[src/rtl/uart_pkg.sv]
// Shared types and constants for the buffered UART transmitter.
// Holds the FSM state enum, the 8N1 frame constants, the default clock and baud rate, and a baud divider helper.
package uart_pkg;

  typedef enum logic [1:0] {
    ST_IDLE  = 2'd0,
    ST_START = 2'd1,
    ST_DATA  = 2'd2,
    ST_STOP  = 2'd3
  } tx_state_e;

  localparam int DATA_BITS        = 8;
  localparam int FRAME_BITS       = 10;
  localparam int DEFAULT_CLK_FREQ = 100_000_000;
  localparam int DEFAULT_BAUD     = 9600;

  function automatic int baud_div(input int clk_freq, input int baud);
    return clk_freq / baud;
  endfunction

  function automatic int frame_clks(input int clk_freq, input int baud);
    return FRAME_BITS * baud_div(clk_freq, baud);
  endfunction

endpackage

[src/rtl/uart_sync_fifo.sv]
// Byte-wide synchronous FIFO with extra-MSB pointers, so full and empty can be told apart without a separate counter.
// The read data is taken combinationally from the head entry.
module uart_sync_fifo #(
  parameter int DEPTH = 8
) (
  input  logic                   clk,
  input  logic                   reset,
  input  logic                   push,
  input  logic [7:0]             wdata,
  input  logic                   pop,
  output logic [7:0]             rdata,
  output logic                   full,
  output logic                   empty,
  output logic [$clog2(DEPTH):0] count
);

  localparam int AW = $clog2(DEPTH);
  localparam int PW = AW + 1;

  logic [7:0]    mem [DEPTH];
  logic [PW-1:0] wr_ptr_q, wr_ptr_d;
  logic [PW-1:0] rd_ptr_q, rd_ptr_d;
  logic          do_push;

  assign full    = (wr_ptr_q[AW] != rd_ptr_q[AW]) && (wr_ptr_q[AW-1:0] == rd_ptr_q[AW-1:0]);
  assign empty   = (wr_ptr_q == rd_ptr_q);
  assign count   = wr_ptr_q - rd_ptr_q;
  assign rdata   = mem[rd_ptr_q[AW-1:0]];
  assign do_push = push && !full;

  // Pointers wrap naturally modulo 2*DEPTH; the caller never pops when empty.
  always_comb begin
    wr_ptr_d = wr_ptr_q;
    rd_ptr_d = rd_ptr_q;
    if (do_push) wr_ptr_d = wr_ptr_q + 1'b1;
    if (pop)     rd_ptr_d = rd_ptr_q + 1'b1;
  end

  always_ff @(posedge clk) begin
    if (reset) begin
      wr_ptr_q <= '0;
      rd_ptr_q <= '0;
    end else begin
      wr_ptr_q <= wr_ptr_d;
      rd_ptr_q <= rd_ptr_d;
    end
  end

  always_ff @(posedge clk) begin
    if (do_push) mem[wr_ptr_q[AW-1:0]] <= wdata;
  end

endmodule

[src/rtl/uart_tx_fifo.sv]
// Buffered 8N1 UART transmitter: bytes are queued in a FIFO and drained back-to-back onto RsTx.
// A STOP bit that ends with data queued goes straight into the next START bit, with no idle gap.
module uart_tx_fifo
  import uart_pkg::*;
#(
  parameter int CLK_FREQ = DEFAULT_CLK_FREQ,
  parameter int BAUD     = DEFAULT_BAUD,
  parameter int DEPTH    = 8
) (
  input  logic                   clk,
  input  logic                   reset,
  input  logic [7:0]             tx_data,
  input  logic                   tx_valid,
  output logic                   tx_ready,
  output logic                   RsTx,
  output logic                   busy,
  output logic [$clog2(DEPTH):0] count
);

  localparam int            DIV       = baud_div(CLK_FREQ, BAUD);
  localparam int            BW        = $clog2(DIV);
  localparam logic [BW-1:0] BAUD_LAST = BW'(DIV - 1);
  localparam logic [2:0]    LAST_BIT  = 3'(DATA_BITS - 1);

  tx_state_e     state_q, state_d;
  logic [BW-1:0] baud_q, baud_d;
  logic [2:0]    bit_q, bit_d;
  logic [7:0]    shift_q, shift_d;
  logic          rstx_q, rstx_d;
  logic          busy_q, busy_d;

  logic          fifo_pop;
  logic [7:0]    fifo_head;
  logic          fifo_full;
  logic          fifo_empty;
  logic          baud_tick;

  uart_sync_fifo #(
    .DEPTH (DEPTH)
  ) u_fifo (
    .clk   (clk),
    .reset (reset),
    .push  (tx_valid),
    .wdata (tx_data),
    .pop   (fifo_pop),
    .rdata (fifo_head),
    .full  (fifo_full),
    .empty (fifo_empty),
    .count (count)
  );

  assign tx_ready  = !fifo_full;
  assign RsTx      = rstx_q;
  assign busy      = busy_q;
  assign baud_tick = (baud_q == BAUD_LAST);

  always_comb begin
    state_d  = state_q;
    baud_d   = baud_q;
    bit_d    = bit_q;
    shift_d  = shift_q;
    rstx_d   = rstx_q;
    fifo_pop = 1'b0;

    unique case (state_q)
      ST_IDLE: begin
        rstx_d = 1'b1;
        baud_d = '0;
        if (!fifo_empty) begin
          fifo_pop = 1'b1;
          shift_d  = fifo_head;
          rstx_d   = 1'b0;
          state_d  = ST_START;
        end
      end
      ST_START: begin
        if (baud_tick) begin
          baud_d  = '0;
          bit_d   = '0;
          rstx_d  = shift_q[0];
          state_d = ST_DATA;
        end else begin
          baud_d = baud_q + 1'b1;
        end
      end
      ST_DATA: begin
        if (baud_tick) begin
          baud_d = '0;
          if (bit_q == LAST_BIT) begin
            rstx_d  = 1'b1;
            state_d = ST_STOP;
          end else begin
            // Line always shows bit 0 of the shifter, so expose the next bit as we shift.
            shift_d = {1'b0, shift_q[7:1]};
            rstx_d  = shift_q[1];
            bit_d   = bit_q + 1'b1;
          end
        end else begin
          baud_d = baud_q + 1'b1;
        end
      end
      ST_STOP: begin
        if (baud_tick) begin
          baud_d = '0;
          if (!fifo_empty) begin
            fifo_pop = 1'b1;
            shift_d  = fifo_head;
            rstx_d   = 1'b0;
            state_d  = ST_START;
          end else begin
            state_d = ST_IDLE;
          end
        end else begin
          baud_d = baud_q + 1'b1;
        end
      end
      default: begin
        rstx_d  = 1'b1;
        baud_d  = '0;
        state_d = ST_IDLE;
      end
    endcase

    // Looking at the current FIFO state delays busy by one edge after a push into an idle block.
    busy_d = (state_d != ST_IDLE) || !fifo_empty;
  end

  always_ff @(posedge clk) begin
    if (reset) begin
      state_q <= ST_IDLE;
      baud_q  <= '0;
      bit_q   <= '0;
      rstx_q  <= 1'b1;
      busy_q  <= 1'b0;
    end else begin
      state_q <= state_d;
      baud_q  <= baud_d;
      bit_q   <= bit_d;
      rstx_q  <= rstx_d;
      busy_q  <= busy_d;
    end
  end

  always_ff @(posedge clk) begin
    shift_q <= shift_d;
  end

endmodule

[config.mk]
export PLATFORM = sky130hd
export DESIGN_NAME = uart_tx_fifo
export DESIGN_NICKNAME = d
export VERILOG_FILES = /design/src/rtl/uart_pkg.sv /design/src/rtl/uart_sync_fifo.sv /design/src/rtl/uart_tx_fifo.sv
export SDC_FILE = /design/constraint.sdc
export NUM_CORES = 1
export LEC_CHECK = 0
export BUFFER_PORTS_ARGS = -buffer_cell sky130_fd_sc_hd__buf_2
export CAP_MARGIN = 5
export CORE_MARGIN = 2
export CORE_UTILIZATION = 45
export CTS_CLUSTER_DIAMETER = 50
export DETAILED_ROUTE_END_ITERATION = 7
export SLEW_MARGIN = 10
export SYNTH_ARGS = -nofsm -noshare
export SYNTH_HDL_FRONTEND = slang
export SYNTH_SLANG_ARGS = --single-unit
[constraint.sdc]
create_clock -name clk -period 3.5 [get_ports clk]
set_input_delay 0.35 -clock clk [delete_from_list [all_inputs] [get_ports clk]]
set_output_delay 0.35 -clock clk [all_outputs]
set_load 0.02 [all_outputs]
# Word level (Yosys, flattened, before mapping)
# Memory sizes are Yosys's and may differ from the RTL's. A register that Yosys moved wholly into a read port is not among the register bits.
# Cells that the tools add are included.
# totals
ff_bits	37
mem_bits_rw	64
input_bits	11
output_inout_bits	7
n_memories	1
# classes
add_sub_neg	5
eq_ne	13
n_mux	32
reduce_logical	13
# memory_table
name	words	width	rd	rd_clocked_by_memory_dff	wr	line	rtl
u_fifo.mem	8	8	1	1	1	uart_sync_fifo.sv:20	logic [7:0] mem [DEPTH];
# ops
op	count
8-bit two-way mux	4
14-bit one-hot mux with 2 select lines	1
8-bit one-hot mux with 3 select lines	1
3-bit two-way mux	5
14-bit by 1-bit adder with 14-bit output, second input constant	1
14-bit == test, second input constant	1
14-bit two-way mux	1
4-bit AND reduction	3
1-bit two-way mux	11
2-bit two-way mux	5
2-bit != test, second input constant	5
4-bit by 1-bit adder with 4-bit output, second input constant	2
2-bit one-hot mux with 4 select lines	1
3-bit one-hot mux with 2 select lines	1
2-bit == test, second input constant	2
4-bit == test	1
1-bit one-hot mux with 4 select lines	1
2-bit nonzero test	2
4-bit subtractor	1
3-bit by 1-bit adder with 3-bit output, second input constant	1
3-bit == test	1
3-bit == test, second input constant	1
3-bit nonzero test	1
3-bit OR reduction	1
7 further kinds	9

# Logic depth before layout (Yosys ltp)
# Gate-level depths: netlist of run 1.
# logic_depth
word_depth	6
mapped_depth	8
mapped_depth_nobuf	7

# Hierarchy
# Synthesis of run 1 repeated with hierarchy kept, for this count alone.
# unflattened
hier_cells	316
hier_area_um2	4586.9
# modules_own_cells
mod	n_inst	cells_each	area_each_um2	seq_area_each_um2
uart_sync_fifo	1	161	3067.9	2142.1
uart_tx_fifo	1	155	1519.0	660.6

# Worst setup path after synthesis of run 1
# OpenSTA, ideal clock, no wires.
# synth_timing
path_kind	register to register
startpoint	reg u_fifo.rd_ptr_q[1]
endpoint	mem u_fifo.mem[1][0] (enable)
arrival_ps	2014
required_ps	3117
setup_slack_ps	1102
path_stages_with_launch	7
synth_period_minus_slack_ps	2398
cell_sequence	dfxtp_1 -> inv_1 -> ha_1 -> and3_1 -> a21boi_1 -> nand2_1 -> nor3_1
# synth_between
elab_chain_cells	6
# synth_rtl
item	line	rtl
start, declared	uart_sync_fifo.sv:22	logic [PW-1:0] rd_ptr_q, rd_ptr_d;
start signal, assigned	uart_sync_fifo.sv:45	rd_ptr_q <= rd_ptr_d;
3-bit == test	uart_sync_fifo.sv:25	assign full = (wr_ptr_q[AW] != rd_ptr_q[AW]) && (wr_ptr_q[AW-1:0] == rd_ptr_q[AW-1:0]);
1-bit logical AND	uart_sync_fifo.sv:25	
1-bit zero test	uart_sync_fifo.sv:29	assign do_push = push && !full;
1-bit logical AND	uart_sync_fifo.sv:29	
1-bit two-way mux	uart_sync_fifo.sv:50	if (do_push) mem[wr_ptr_q[AW-1:0]] <= wdata;
1-bit two-way mux (not written as such)	uart_sync_fifo.sv:50	
end, declared	uart_sync_fifo.sv:20	
# No other way between the ends.

# Worst setup path after layout of run 1
# layout_timing
startpoint	reg u_fifo.rd_ptr_q[1]
endpoint	mem u_fifo.mem[7][1] (enable)
# The elaborated chain is that of the path after synthesis.

==> results of run 1 <==
==> cells in the final DEF, fill, tap and decap left out, types with 10 or more instances in the layout <==
| master | instances |
|---|---|
| edfxtp_1 | 72 |
| nand2_1 | 24 |
| o21ai_0 | 12 |
| a21oi_1 | 15 |
| dfxtp_1 | 32 |
| buf_2 | 17 |
| ha_1 | 13 |
| inv_1 | 15 |
| mux4_2 | 16 |
| mux2i_1 | 10 |
| nor2_1 | 39 |
==> path summary, 6_finish.rpt <==
kind                                        start                         end  slack [ns]
setup / recovery  u_fifo.rd_ptr_q[1]$_SDFFE_PP0P_  u_fifo.mem[7][1]$_DFFE_PP_        0.86
hold / removal                         tx_data[4]  u_fifo.mem[0][4]$_DFFE_PP_        0.24
setup reg to reg  u_fifo.rd_ptr_q[1]$_SDFFE_PP0P_  u_fifo.mem[7][1]$_DFFE_PP_        0.86
hold reg to reg             bit_q[2]$_SDFFE_PP0P_       bit_q[2]$_SDFFE_PP0P_        0.46
==> metal layers <==
layer | track usage [%] | share of wire, %
met3 | 3.96 | 4.8
met4 | 4.63 | 0.91
met1 | 21.8 | 48
met5 | 0 | 0
met2 | 24.3 | 47
==> registers in the layout, summed over array words and instances (netlist names), named ones only <==
| name | flops |
|---|---|
| baud_q | 14 |
| bit_q | 3 |
| u_fifo.wr_ptr_q | 4 |
| u_fifo.mem | 64 |
| shift_q | 8 |
| busy | 1 |
| state_q | 2 |
| u_fifo.rd_ptr_q | 4 |
| RsTx | 1 |
==> layout make-up <==
| class | instances | share of cell area (%) |
|---|---|---|
| sequential | 104 | 57.5 |
| inverter | 15 | 1.16 |
| clock inverter | 7 | 1.59 |
| multi-input combinational | 199 | 31.5 |
| clock buffer | 9 | 2.54 |
| timing repair buffer | 20 | 2.21 |
| tap | 133 | 3.42 |
==> per-stage QoR <==
stage | std cells | area (µm²)
2_1_floorplan | 331 | 4460
3_3_place_gp | 471 | 4670
3_5_place_dp | 471 | 4670
4_1_cts | 487 | 4870
5_1_grt | 487 | 4870
6_report | 487 | 4870
==> power breakdown <==
part,internal (µW),switching [µW]
Sequential,1460,67.0
Combinational,340,479
Clock,287,453
Total,2080,1000
==> worst register-to-register path, cell delays in order (launching register included) <==
cell and delay, ns:
dfxtp_1 0.44, inv_1 0.07, ha_1 0.32, and3_1 0.20, a21boi_1 0.36, nand2_1 0.21, nor2_1 0.68
==> cell families (layout without fill, tap and decap cells) <==
kind of cell / count (synthesis) / after routing / share of synthesized area, %
AOI/OAI and AO/OA: 42 / 42 / 5.81
xor gates and xnor gates: 16 / 16 / 3.15
adders and majority gates: 14 / 14 / 4.10
buffers and inverters: 28 / 51 / 2.61
DFF: 104 / 104 / 62.9
muxes: 27 / 27 / 10.6
and+or+nand+nor: 100 / 100 / 10.8
==> flow_metrics.tcl, run 1 <==
set metrics [dict create \
    cts_sinks 104 \
    cts_hold_buffers 0 \
    drcViolationCount 0 \
    maxCapViolations 0 \
    cts_tree "built" \
    crit_cells 6 \
    synth_area_um2 4460 \
    initial_utilization_pct 46.0 \
    critPathKind "register to register" \
    synth_area_leaders "edfxtp_1 49%, dfxtp_1 14%, mux4_2 8.1%" \
    detail-route-antenna-nets 0 \
    end_kind "register" \
    vias 2533 \
    cts_resized 0 \
    grt_max_degree 22 \
    grt_pass1_wl_mm 13.1 \
    async_flop_share_pct 0 \
    nNetsFinal 374 \
    num_io_pins 18 \
    ctsLongestPathBuffers 2 \
    synth_fp_nets 356 \
    hold_path_class "primary input to register" \
    setup_viol 0 \
    multi_input_area_um2 1540 \
    cp_slowest_stage_delay_ns 0.68 \
    first_global_vias 2570 \
    fin_crit_sh_pct 75.3 \
    worstHoldPathCells 1 \
    num_rows 36 \
    clkTransAtPathRegs_ns 0.11 \
    finalPower_uw 3080 \
    synthesis.yosys.warnings 0 \
    critPathRequiredTime_ns 3.50 \
    fp.dieArea_um2 10700 \
    synth_top_cell_by_area "edfxtp_1" \
    r2r_cells 6 \
    min_period_ns 2.64 \
    crit_arrival_ns 2.63 \
    utilization_pct 50.3 \
    core_area_um2 9680 \
    slowest_stage "nor2_1" \
    die_y_um 104 \
    ir_drop_v 0.000226 \
    yosysUniqueCellTypes 46 \
    synth_most_common_cell "edfxtp_1" \
    drtPass1Iterations 7 \
    p_leak_uw 0.00164 \
    ys_ff_latch 104 \
    start_kind "register" \
    io_buffers 17 \
    crit_fanout 8 \
    ctsHtreeMaxLevel 3 \
    grt-ovfl-total 0 \
    gp_congestion 0.766 \
    setup_tns_ns 0 \
    status "finished clean" \
    preCtsSetupSlack_ns 0.802 \
    rsz0062_at_grt "no" \
    die_w_um 104 \
    worst_pin_slew_ns 0.819 \
    clock_skew_ns 0.0104 \
    numCtsBuffers 9 \
    dp_hpwl_mm 5.47 \
    maxSlewViolCount 0 \
    insertion_delay_ns 0.37 \
    synth_cells 331 \
    drt-vias-per-instance 5.20 \
    critPathBufInv 1 \
    timing.hold.ws_ns 0.240 \
    drtIter0Drc 130 \
    cts_setup_buffers 0 \
    synth_edf_count 72 \
    synthFlopType "edfxtp_1" \
    grtUsageTotal_pct 15.6 \
    synthTopCellsByCount "72 x edfxtp_1, 39 x nor2_1, 32 x dfxtp_1" \
    wl_per_cell_um 15.7 \
    hold_viol_final 0 \
    fillers 839 \
    synth-seq-area-share_pct 62.9 \
    finalWorstSetupSlack_ns 0.863 \
    power_density_nw_per_um2 633 \
    cts-root-buf "clkbuf_8" \
    crit_chain "inv_1 > ha_1 > and3_1 > a21boi_1 > nand2_1 > nor2_1" \
    ff_latch_area_um2 2800 \
    antenna_found_initial 0 \
    critical_path.top_delay_family "simple AND/OR/NAND/NOR gates" \
    synth_top_area_share_pct 48.5 \
    slew_headroom_pct 45.2 \
    drive_gt1_share_pct 17.2 \
    avgSynthCellArea_um2 13.5 \
    area_growth_syn_to_layout_pct 9.32 \
    antenna_cells 0 \
    fmax_ghz 0.379 \
    routed_wl_mm 7.65 \
]
Power figures use the tool's default switching activity.
==> run 2, diff against run 1 <==
- clock period: 3.5 -> 2.2 ns (I/O delays scaled with it)
==> run 2 against run 1 <==
  * Final area increased by 6.8%
  * Setup slack got worse by 0.76 ns
  * Global-route usage increased by 0.72 points
  * Non-clock buffer count increased by 38
  * Fmax increased by 26%
  * Utilization increased by 3.4 points
  * Register-to-register slack got worse by 0.76 ns
  * First-iteration DRC count decreased by 24%
  * Clock skew increased by 0.0019 ns
  * Sequential share of layout area decreased by 3.6 points
  * Critical endpoint is now shift_q[5]$_DFFE_PP_
  * Largest cell class unchanged
==> flow_metrics.tcl, run 2 (synthesis results as in run 1) <==
set metrics [dict create \
    ctsHtreeMaxLevel 3 \
    worstHoldPathCells 1 \
    final_common_cell "edfxtp_1" \
    drtPass1Iterations 4 \
    io_buffers 17 \
    ir_drop_v 0.000411 \
    finalPower_uw 5030 \
    cts_setup_buffers 0 \
    num_io_pins 18 \
    vias 2696 \
    worst_pin_slew_ns 0.598 \
    numCtsBuffers 9 \
    first_global_vias 2709 \
    crit_arrival_ns 2.16 \
    gp_congestion 0.777 \
    cts_tree "built" \
    clkTransAtPathRegs_ns 0.10 \
    largest_register_ffs 64 \
    worstHoldStart "tx_data[5]" \
    setup_tns_ns 0 \
    grt_max_degree 20 \
    rsz0062_at_grt "no" \
    r2r_cells 5 \
    critPathRequiredTime_ns 2.27 \
    clock_skew_ns 0.0123 \
    hold_path_class "primary input to register" \
    cts-root-buf "clkbuf_8" \
    die_w_um 104 \
    grtUsageTotal_pct 16.3 \
    ctsLongestPathBuffers 2 \
    critPathKind "register to register" \
    startpoint "baud_q[12]$_SDFF_PP0_" \
    grt_pass1_wl_mm 13.5 \
    end_kind "register" \
    antenna_cells 0 \
    fp.dieArea_um2 10700 \
    grt-ovfl-total 0 \
    crit_fanout 7 \
    antenna_found_initial 0 \
    start_kind "register" \
    layout_common_cells "72 x edfxtp_1, 40 x buf_4, 36 x nor2_1, 31 x dfxtp_1, 24 x nand2_1" \
    drt-vias-per-instance 5.14 \
    maxCapViolations 0 \
    routed_wl_mm 8.18 \
    core_area_um2 9680 \
    r2r-start "baud_q[12]$_SDFF_PP0_" \
    initial_utilization_pct 46.0 \
    fmax_ghz 0.478 \
    drcViolationCount 0 \
    drtIter0Drc 99 \
    detail-route-antenna-nets 0 \
    cts_sinks 104 \
    area_growth_syn_to_layout_pct 16.7 \
    fin_crit_sh_pct 95.1 \
    hold_viol_final 0 \
    min_period_ns 2.09 \
    drive_gt1_share_pct 27.3 \
    num_rows 36 \
    wl_per_cell_um 15.6 \
    p_leak_uw 0.00186 \
    setup_viol 0 \
    nNetsFinal 412 \
    power_density_nw_per_um2 968 \
    insertion_delay_ns 0.36 \
    maxSlewViolCount 0 \
    status "finished clean" \
    dp_hpwl_mm 5.82 \
    slew_headroom_pct 60.1 \
    die_y_um 104 \
]
[run 2: report_power, final]
part / switching (µW) / internal [µW]
registers: 71.8 / 2320
logic: 841 / 687
clock network: 676 / 441
[run 2: cell type report]
| type | instances | area (µm²) |
|---|---|---|
| fill | 848 | 4480 |
| sequential | 104 | 2800 |
| multi-input combinational | 199 | 1580 |
| timing repair buffer | 58 | 405 |
| tap | 133 | 166 |
| clock buffer | 10 | 128 |
| clock inverter | 6 | 56.3 |
| inverter | 15 | 56.3 |
[run 2: final timing paths]
kind	slack (ns)	endpoint
max reg2reg	0.11	shift_q[5]$_DFFE_PP_
max	0.11	shift_q[5]$_DFFE_PP_
min reg2reg	0.47	bit_q[2]$_SDFFE_PP0P_
min	0.11	u_fifo.mem[6][5]$_DFFE_PP_
[run 2: repair_timing]
item                       in CTS  in global routing
hold buffers                    0                  0
pin swaps                       0                  1
setup endpoints to repair       9                 67
hold endpoints to repair        0                  0
gates resized for setup         2                  5
[run 2: critical path: stages (launching register included)]
cell	delay (ns)
dfxtp_1	0.33
or3_4	0.39
or4_4	0.52
and2_4	0.18
a2bb2oi_1	0.15
nor2_4	0.23
[run 2: routing by layer]
layer  GRT usage [%]  vias to the layer above  part of all wire (%)
met1            20.6                     1324                    45
met4            3.76                        0                  0.70
met3            4.03                        4                   3.3
li1                -                     1329                     -
met5               0                        -                     0
met2            28.5                       39                    51
[run 2: per-stage QoR]
stage	hold slack (ns)	cell area [µm²]	std cells	utilization, %	setup WS (ns)
5_1_grt	0.106	5200	525	53.7	0.0132
4_1_cts	0.100	5180	525	53.5	0.0308
2_1_floorplan	0.319	4470	331	-	0.00713
3_5_place_dp	0.458	4980	509	51.5	0.00882
3_3_place_gp	0.448	4980	509	51.5	0.0375
6_report	0.114	5200	525	53.7	0.108
==> run 3, diff against run 2 <==
- CELL_PAD_IN_SITES_DETAIL_PLACEMENT: not set -> 0
- CELL_PAD_IN_SITES_GLOBAL_PLACEMENT: not set -> 1
- PLACE_DENSITY_LB_ADDON: not set -> 0.1
==> run 3 against run 2 <==
  * Via count is 1.3% lower
  * Fmax fell by 1.3%
  * Wire length is 0.22% higher
  * Total power is 1.0% higher
  * Non-clock buffer count fell by 8
  * Combinational power about the same
  * Utilization fell by 0.58 points
  * Highest routed layer unchanged
==> flow_metrics.tcl, run 3 (synthesis results as in run 1) <==
set metrics [dict create \
    status "finished clean" \
    dp_hpwl_mm 5.88 \
    insertion_delay_ns 0.37 \
    routed_wl_mm 8.20 \
    drtIter0Drc 101 \
    ir_drop_v 0.000503 \
    drive_gt1_share_pct 26.8 \
    p_sw_uw 1610 \
    cts_sinks 104 \
    clock_skew_ns 0.00792 \
    clkTransAtPathRegs_ns 0.10 \
    multi_input_area_um2 1580 \
    cts-root-buf "clkbuf_8" \
    crit_fanout 2 \
    fmax_ghz 0.472 \
    clockPowerShare_pct 22.4 \
    grt_pass1_wl_mm 13.5 \
    ctsHtreeMaxLevel 3 \
    fillers 850 \
    critPathRequiredTime_ns 2.46 \
    start_kind "register" \
    wl_per_cell_um 15.9 \
    gp_congestion 0.763 \
    maxCapViolations 0 \
    final_cell_count_no_fill 517 \
    critPathKind "register to register" \
    numCtsBuffers 9 \
    p_sw_share_pct 31.7 \
    power_density_nw_per_um2 989 \
    preCtsSetupSlack_ns -0.000190 \
    hold_path_class "primary input to register" \
    ff_latch_area_um2 2810 \
    io_buffers 17 \
    detail-route-antenna-nets 0 \
    first_global_vias 2648 \
    min_period_ns 2.12 \
    largest_register_ffs 64 \
    power.internal_uw 3470 \
    p_leak_uw 0.00180 \
    antenna_cells 0 \
    die_w_um 104 \
    worst_pin_slew_ns 0.583 \
    layout_common_cells "72 x edfxtp_1, 36 x nor2_1, 31 x buf_4, 29 x dfxtp_1, 22 x nand2_1" \
    fin_crit_sh_pct 96.3 \
    crit_arrival_ns 2.38 \
    comb_power_share_pct 30.5 \
    power_frac_seq_pct 47.1 \
    grt-ovfl-total 0 \
    num_io_pins 18 \
    antenna_found_initial 0 \
    grtUsageTotal_pct 16.4 \
    grt_max_degree 20 \
    finalWorstSetupSlack_ns 0.0809 \
    slew_headroom_pct 61.1 \
    end_kind "register" \
    drtPass1Iterations 4 \
    r2r_setup_slack_ns 0.08 \
    drcViolationCount 0 \
    maxSlewViolCount 0 \
    area_growth_syn_to_layout_pct 15.4 \
    hold_viol_final 0 \
    ctsLongestPathBuffers 2 \
    initial_utilization_pct 46.0 \
    final_area_um2 5140 \
    cts_tree "built" \
    final_common_cell "edfxtp_1" \
    num_rows 36 \
    nNetsFinal 404 \
    postPlaceCellArea_um2 4920 \
    fp.dieArea_um2 10700 \
    rsz0062_at_grt "yes" \
    setup_viol 0 \
    drt-vias-per-instance 5.15 \
    cts_hold_buffers 0 \
    core_area_um2 9680 \
    die_y_um 104 \
    place_inst 500 \
    utilization_pct 53.1 \
    vias 2661 \
]
## run 3: critical path: stages (launching register included)
cell	delay [ns]
dfxtp_1	0.36
ha_1	0.17
or4b_2	0.60
nor4_2	0.24
o21ai_1	0.14
nor2_1	0.14
mux2_2	0.36
## run 3: what timing repair did
item                                    in CTS  in global routing
pin swaps                                    0                  1
endpoints found under the setup margin       2                 68
resized for setup                            1                  9
hold endpoints to repair                     0                  0
buffers inserted                             0                  1
## run 3: area by class of cell
class | instances | area share, %
repair buffers | 50 | 6.79
multi-input cells | 199 | 30.7
clock inverters | 6 | 1.09
clock buffers | 10 | 2.48
inverters | 15 | 1.09
well taps | 133 | 3.24
flip-flops and latches | 104 | 54.6
## run 3: power groups by stage
stage / registers (µW) / logic (µW) / clock network [µW]
floorplan: 2450 / 1010 / 0
global placement: 2440 / 1540 / 0
detailed placement: 2440 / 1540 / 0
CTS: 2390 / 1550 / 1180
global route: 2420 / 1730 / 1260
finish: 2400 / 1550 / 1140
## run 3: worst paths after layout
check	depth (start not counted)	from	end
min reg2reg	2	bit_q[1]$_SDFFE_PP0P_	bit_q[1]$_SDFFE_PP0P_
max reg2reg	6	state_q[0]$_SDFF_PP0_	u_fifo.rd_ptr_q[2]$_SDFFE_PP0P_
min	1	tx_data[1]	u_fifo.mem[3][1]$_DFFE_PP_
max	6	state_q[0]$_SDFF_PP0_	u_fifo.rd_ptr_q[2]$_SDFFE_PP0P_
## run 3: metrics by stage
stage / hold WS [ns] / setup TNS [ns] / power [µW]
6_report: 0.117 / 0 / 5090
5_1_grt: 0.0992 / 0 / 5410
3_5_place_dp: 0.454 / -0.000303 / 3980
4_1_cts: 0.0947 / 0 / 5120
2_1_floorplan: 0.319 / 0 / 3460
3_3_place_gp: 0.445 / 0 / 3980
## run 3: metal layers
metal,GRT usage [%],wire [µm],vias up
li1,-,-,1316
met1,20.4,3620,1304
met4,4.92,103,0
met5,0,0,-
met3,3.96,258,8
met2,28.4,4220,33
